File: src/rtl/borrowskip_sub_pipe.sv
// borrowskip_sub_pipe
//   Three-stage pipelined subtractor, D = A - B - Bin, built from BLOCK-bit
//   borrow-skip blocks. The low half of the difference is formed in S1 and
//   the high half in S2. Valid/ready handshake on both sides.
//
//   Optional feature macro: BORROWSKIP_OVF_EN (adds ovf_out, the signed
//   two's-complement overflow, pipelined alongside D_out).
//
//   Ports:
//     clk        rising-edge clock
//     rst        asynchronous, active-high reset
//     in_valid   operand set present
//     in_ready   block can accept an operand set this cycle
//     A_in       minuend
//     B_in       subtrahend
//     Bin_in     borrow-in
//     out_valid  result present
//     out_ready  consumer accepts the result
//     D_out      difference
//     Bout_out   borrow-out (1 = A < B + Bin, unsigned)
//     ovf_out    signed overflow (only with BORROWSKIP_OVF_EN)

// Skip adder: sum = a + b + cin, rippling inside each block; a block whose
// bits all propagate hands its carry-in straight to its carry-out.
module borrowskip_skip_add #(
  parameter int W     = 8,
  parameter int BLOCK = 4
) (
  input  logic [W-1:0] a,
  input  logic [W-1:0] b,
  input  logic         cin,
  output logic [W-1:0] sum,
  output logic         cout
);
  localparam int NB = W / BLOCK;

  logic [NB-1:0] prop;

  genvar gi;
  generate
    for (gi = 0; gi < NB; gi++) begin : g_prop
      assign prop[gi] = &(a[gi*BLOCK +: BLOCK] ^ b[gi*BLOCK +: BLOCK]);
    end
  endgenerate

  // Written as one combinational walk so the block-to-block carry chain is
  // a variable rather than a self-referencing vector.
  always_comb begin
    logic bc;
    logic rc;
    sum = '0;
    bc  = cin;
    rc  = 1'b0;
    for (int blk = 0; blk < NB; blk++) begin
      rc = bc;
      for (int j = 0; j < BLOCK; j++) begin
        sum[blk*BLOCK+j] = a[blk*BLOCK+j] ^ b[blk*BLOCK+j] ^ rc;
        rc = (a[blk*BLOCK+j] & b[blk*BLOCK+j]) |
             ((a[blk*BLOCK+j] ^ b[blk*BLOCK+j]) & rc);
      end
      bc = prop[blk] ? bc : rc;
    end
    cout = bc;
  end
endmodule

module borrowskip_sub_pipe #(
  parameter int WIDTH = 16,
  parameter int BLOCK = 4
) (
  input  logic             clk,
  input  logic             rst,
  input  logic             in_valid,
  output logic             in_ready,
  input  logic [WIDTH-1:0] A_in,
  input  logic [WIDTH-1:0] B_in,
  input  logic             Bin_in,
  output logic             out_valid,
  input  logic             out_ready,
  output logic [WIDTH-1:0] D_out,
`ifdef BORROWSKIP_OVF_EN
  output logic             ovf_out,
`endif
  output logic             Bout_out
);
  localparam int HALF = WIDTH / 2;

  // S0 payload
  logic [WIDTH-1:0] a0_reg, b0_reg;
  logic             bin0_reg, v0_reg;
  // S1 payload
  logic [HALF-1:0]  d_lo1_reg, a_hi1_reg, b_hi1_reg;
  logic             c1_reg, v1_reg;

  logic             adv0, adv1, adv2;
  logic [HALF-1:0]  d_lo_next, d_hi_next;
  logic             c_mid_next, c_top_next;

  // A stage advances when it is empty or the stage after it advances.
  assign adv2     = !out_valid || out_ready;
  assign adv1     = !v1_reg || adv2;
  assign adv0     = !v0_reg || adv1;
  assign in_ready = adv0;

  // Subtraction as A + ~B + ~Bin.
  borrowskip_skip_add #(.W(HALF), .BLOCK(BLOCK)) u_lo (
    .a    (a0_reg[HALF-1:0]),
    .b    (~b0_reg[HALF-1:0]),
    .cin  (~bin0_reg),
    .sum  (d_lo_next),
    .cout (c_mid_next)
  );

  borrowskip_skip_add #(.W(HALF), .BLOCK(BLOCK)) u_hi (
    .a    (a_hi1_reg),
    .b    (~b_hi1_reg),
    .cin  (c1_reg),
    .sum  (d_hi_next),
    .cout (c_top_next)
  );

`ifdef BORROWSKIP_OVF_EN
  logic ovf_next;
  // Carry into the MSB is recovered from the MSB sum bit and its operands.
  assign ovf_next = (a_hi1_reg[HALF-1] ^ ~b_hi1_reg[HALF-1] ^ d_hi_next[HALF-1])
                    ^ c_top_next;
`endif

  always_ff @(posedge clk or posedge rst) begin
    if (rst) begin
      a0_reg    <= '0;
      b0_reg    <= '0;
      bin0_reg  <= 1'b0;
      v0_reg    <= 1'b0;
      d_lo1_reg <= '0;
      a_hi1_reg <= '0;
      b_hi1_reg <= '0;
      c1_reg    <= 1'b0;
      v1_reg    <= 1'b0;
      D_out     <= '0;
      Bout_out  <= 1'b0;
      out_valid <= 1'b0;
`ifdef BORROWSKIP_OVF_EN
      ovf_out   <= 1'b0;
`endif
    end else begin
      if (adv0) begin
        v0_reg <= in_valid;
        if (in_valid) begin
          a0_reg   <= A_in;
          b0_reg   <= B_in;
          bin0_reg <= Bin_in;
        end
      end
      if (adv1) begin
        v1_reg <= v0_reg;
        if (v0_reg) begin
          d_lo1_reg <= d_lo_next;
          c1_reg    <= c_mid_next;
          a_hi1_reg <= a0_reg[WIDTH-1:HALF];
          b_hi1_reg <= b0_reg[WIDTH-1:HALF];
        end
      end
      if (adv2) begin
        out_valid <= v1_reg;
        if (v1_reg) begin
          D_out    <= {d_hi_next, d_lo1_reg};
          Bout_out <= ~c_top_next;
`ifdef BORROWSKIP_OVF_EN
          ovf_out  <= ovf_next;
`endif
        end
      end
    end
  end
endmodule

File: config.mk
export PLATFORM = sky130hd
export DESIGN_NAME = borrowskip_sub_pipe
export DESIGN_NICKNAME = d
export VERILOG_FILES = /design/src/rtl/borrowskip_sub_pipe.sv
export SDC_FILE = /design/constraint.sdc
export NUM_CORES = 1
export LEC_CHECK = 0
export CAP_MARGIN = 0
export CORE_MARGIN = 4
export CORE_UTILIZATION = 43
export CTS_BUF_LIST = sky130_fd_sc_hd__clkbuf_16
export DETAILED_ROUTE_END_ITERATION = 6
export PLACE_DENSITY_LB_ADDON = 0.05
export SETUP_SLACK_MARGIN = 0.4
export SLEW_MARGIN = 20
export SYNTH_ARGS = -nofsm -noshare
export SYNTH_HDL_FRONTEND = slang
export SYNTH_SLANG_ARGS = --single-unit
File: constraint.sdc
create_clock -name clk -period 8 [get_ports clk]
set_input_delay 2 -clock clk [delete_from_list [all_inputs] [get_ports clk]]
set_output_delay 2 -clock clk [all_outputs]
set_load 0.005 [all_outputs]
After elaboration in Yosys (flattened, before gate mapping)
Cells that the tools add are included.
{"block": "classes", "n_mux": 4, "bitwise_logic": 88, "reduce_logical": 13}
{"op": "1-bit AND", "n": 32}
{"op": "1-bit XOR", "n": 32}
{"op": "8-bit NOT", "n": 2}
{"op": "1-bit bitwise OR", "n": 16}
{"op": "4-bit AND reduction", "n": 4}
{"op": "4-bit XOR", "n": 4}
{"op": "2-bit AND reduction", "n": 3}
{"op": "1-bit 2-to-1 mux", "n": 4}
{"op": "1-bit logical NOT", "n": 3}
{"op": "1-bit logical OR", "n": 3}
{"op": "1-bit NOT", "n": 2}
{"block": "totals", "reg_bits": 78, "input_bits": 37, "output_inout_bits": 19, "elab_cells": 117}

Longest topological paths before layout
{"block": "depth", "depth_word": 21, "depth_mapped": 14, "ltp_nobuf": 14}

Hierarchy
A second synthesis with hierarchy kept.
{"block": "hier_totals", "cells_unflattened": 247, "area_unflattened_um2": 3662.3}
{"mod": "borrowskip_sub_pipe", "instances": 1, "cells_per_inst": 187, "area_per_inst_um2": 2996.6, "seq_area_each_um2": 1951.9}
{"mod": "borrowskip_skip_add", "instances": 2, "cells_per_inst": 30, "area_per_inst_um2": 332.8, "seq_area_each_um2": 0.0}

Worst setup path before layout
Ideal clock, no wire load.
{"block": "synth_path", "kind": "in2out", "from": "input port out_ready", "to": "output port in_ready", "t_arrival_ps": 2222, "required_time_ps": 6000, "setup_slack_ps": 3778, "stages": 2, "path_buffers": 0, "path_cell_list": "nor2b_4 -> nand3_4"}
{"block": "synth_via", "elab_chain_cells": 3}
{"element": "start: declaration", "line": "79", "rtl": "input logic out_ready,"}
{"element": "1-bit logical OR", "line": "100", "rtl": "assign adv2 = !out_valid || out_ready;"}
{"element": "1-bit logical OR", "line": "101", "rtl": "assign adv1 = !v1_reg || adv2;"}
{"element": "1-bit logical OR", "line": "102", "rtl": "assign adv0 = !v0_reg || adv1;"}
{"element": "end: declaration", "line": "74", "rtl": "output logic in_ready,"}
No other way between the ends.

Worst setup path in the final report
Ends and elaborated chain as after synthesis.

==> summary.md <==
| Metric | Value |
|---|---|
| Status | completed |
| WL/cell | 14.08 µm |
| Worst setup SP type | primary input |
| Max VDD drop | 0.0001319 V |
| Final net count | 387 |
| Seq/Total Area, Yosys | 53.08% |
| Routed vias/inst | 4.693 |
| GP Congestion | 0.6902 |
| Num CTS Buffers | 9 |
| Synth Instances | 260 |
| Clock Skew | 0.007489 ns |
| Ys Warns | 0 |
| Footprint of the multi-input gates | 1509 µm² |
| Slew @ Worst Pin | 0.6996 ns |
| Slowest cell on crit path | clkdlybuf4s50_1 |
| First-pass GRT wire length | 10290 µm |
| Max cap viols | 0 |
| Row count | 33 |
| Final Core Density | 55.27% |
| Placed cell area | 4279 µm² |
| Worst skew pair latency | 0.33 ns |
| Die ar. | 10100 µm² |
| Clk pin slew, worst setup/hold paths | 0.06 ns |
| Worst min-delay path class | reg -> reg |
| Via count | 2004 |
| Fin Hold WS | 0.4776 ns |
| Setup repair bufs after CTS | 0 |
| Number of gates resized after CTS | 0 |
| Post-synth net total | 329 |
| FILL cells | 742 |
| Sink Count | 78 |
| Post-Syn Area | 3677 µm² |
| Syn-to-layout area delta | 24.12% |
| Setup TNS | 0 ns |
| Final Cycle Share | 64.74% |
| CTS root buf | clkbuf_16 |
| Mapped Avg Cell Area | 14.14 µm² |
| Pwr dens | 296.0 nW/µm² |
| # port buffers | 55 |
| CP max FO | 3 |
| Leakage Power | 0.002094 µW |
| Count of final hold-check violations | 0 |
| Max Root-Sink Buffers | 2 |
| FF/Latch Area | 1952 µm² |
| Initial Util | 44.53% |
| Die height | 100.5 µm |
| Top cell by count, worst path | clkdlybuf4s50_1 |
| Max stage delay on crit path | 0.47 ns |
| Rel. slew slack | 53.36% |
| Max Slew Vio Count | 0 |
| Data required, critical path | 6.00 ns |
| Die W | 100.5 µm |
| Pin count of the biggest net entering global routing | 79 |
| Vias in the first global route | 2107 |
| Fin area | 4564 µm² |
| Detailed Routing Iterations Pass 1 | 3 |
| Worst Path Arrival | 3.18 ns |
| Final std cells w/o fill | 427 |
| Core outline area | 8258 µm² |
| Synth cell types | 22 |
| Fin crit period | 5.180 ns |
| Antenna Nets Post-Route | 0 |
| Layout cell share with drive strength beyond 1 | 25.78% |
| Critical path class | in -> out |
| H-tree Lvls | 3 |
| Unrepaired setup endpoints after global routing | no |
| Worst-path cell chain | clkdlybuf4s50_1, nor2b_4, nand3_4, clkdlybuf4s50_1 |
| Routed Wire Length | 6013 µm |
| Crit. End Element | output pin |
| Placed cells | 412 |
| Reg-to-reg setup timing slack | 3.74 ns |
| DRT iter0 DRCs | 38 |
| Endpoints failing setup | 0 |
| CTS tree | yes |
| I/O pins | 56 |
| DRC Markers | 0 |
| Grt total ovfl | 0 |
| GRT Resource Usage Total | 13.30% |
| Hold buffer count at cts | 0 |
| Fmax | 193.1 MHz |
| Initial antenna violation count | 0 |
| #FFs+latches synth | 78 |
| Diode count | 0 |
| HPWL after detailed placement | 4124 µm |
[stage by stage]
stage | power (µW) | worst slack (ns)
floorplan | 810.5 | 3.778
global placement | 972.3 | 2.820
detailed placement | 985.3 | 2.821
CTS | 1382 | 2.813
global route | 1457 | 2.781
finish | 1351 | 2.820
[worst paths after layout]
| kind | start | endpoint | cells past startpoint |
|---|---|---|---|
| hold / removal | d_lo1_reg[2] | d_lo1_reg[2] | 2 |
| setup reg to reg | a0_reg[0] | d_lo1_reg[7] | 12 |
| hold reg to reg | d_lo1_reg[2] | d_lo1_reg[2] | 2 |
| setup / recovery | out_ready | in_ready | 4 |
| min in group asynchronous | rst | D_out[1] | 3 |
| max in group asynchronous | rst | b0_reg[9] | 3 |
[layout make-up]
cell class	instances	share of cell area [%]
flip-flops and latches	78	42.76
multi-input cells	139	33.06
repair buffers	56	12.31
clock buffers	9	4.934
well taps	105	2.878
inverters	34	2.823
clock inverters	6	1.234
[cells in the final DEF, fill, tap and decap left out]
cell and instances:
nand2_1 15, nand2b_4 1, ha_1 16, nand2_4 1
mux2_1 1, clkbuf_16 9, mux2_4 6, nand2b_1 1
bufinv_16 1, nand3b_1 1, mux2_2 56, clkinv_2 3
buf_6 1, dfrtp_1 78, nor2b_4 1, or2b_1 1
fa_1 16, clkdlybuf4s50_1 55, nand4_1 4, clkinv_4 1
nand3_4 1, mux2i_1 1, o21ai_0 15, inv_1 35
nand2_2 1, or2_2 1
[synth_stat cells, drive strengths merged]
cell | n | area share (%)
nand2 | 17 | 2.0
fa | 16 | 8.7
nand4 | 4 | 0.68
buf | 9 | 2.4
o21ai | 15 | 2.0
nand2b | 2 | 0.54
nand3 | 1 | 0.48
or2 | 1 | 0.17
mux2 | 63 | 20
inv | 34 | 3.5
or2b | 1 | 0.20
dfrtp | 78 | 53
nand3b | 1 | 0.20
ha | 16 | 5.4
mux2i | 1 | 0.27
nor2b | 1 | 0.37
[report_power, final]
group	total, µW	switching, µW	internal, µW
Combinational	383	147	236
Sequential	584	75.5	508
Clock	384	147	237
[per-layer routing]
layer / vias to the layer above / share of wire (%) / global-route usage [%] / wire length [µm]
met5: - / 0 / 0 / 0
met1: 998 / 47 / 18.63 / 2836
met3: 9 / 4.8 / 3.668 / 288
li1: 958 / - / - / -
met2: 39 / 46 / 19.67 / 2788
met4: 0 / 1.6 / 5.285 / 99
[cells by family (layout without fill, tap and decap cells)]
group | count (synthesis) | count (layout) | share of synthesized area (%)
AO/OA/AOI/OAI | 15 | 15 | 2.041
adder cells (fa/ha/maj) | 32 | 32 | 14.15
multiplexers | 64 | 64 | 20.18
AND/OR/NAND/NOR | 28 | 28 | 4.662
buffers and inverters | 43 | 105 | 5.886
flip-flops | 78 | 78 | 53.08
[worst max-delay path: cells and delay by family]
family | cells | cell delay, ns
buf+inv | 2 | 0.92
simple gates | 2 | 0.26
No activity file was read; power rests on OpenSTA's default activity.
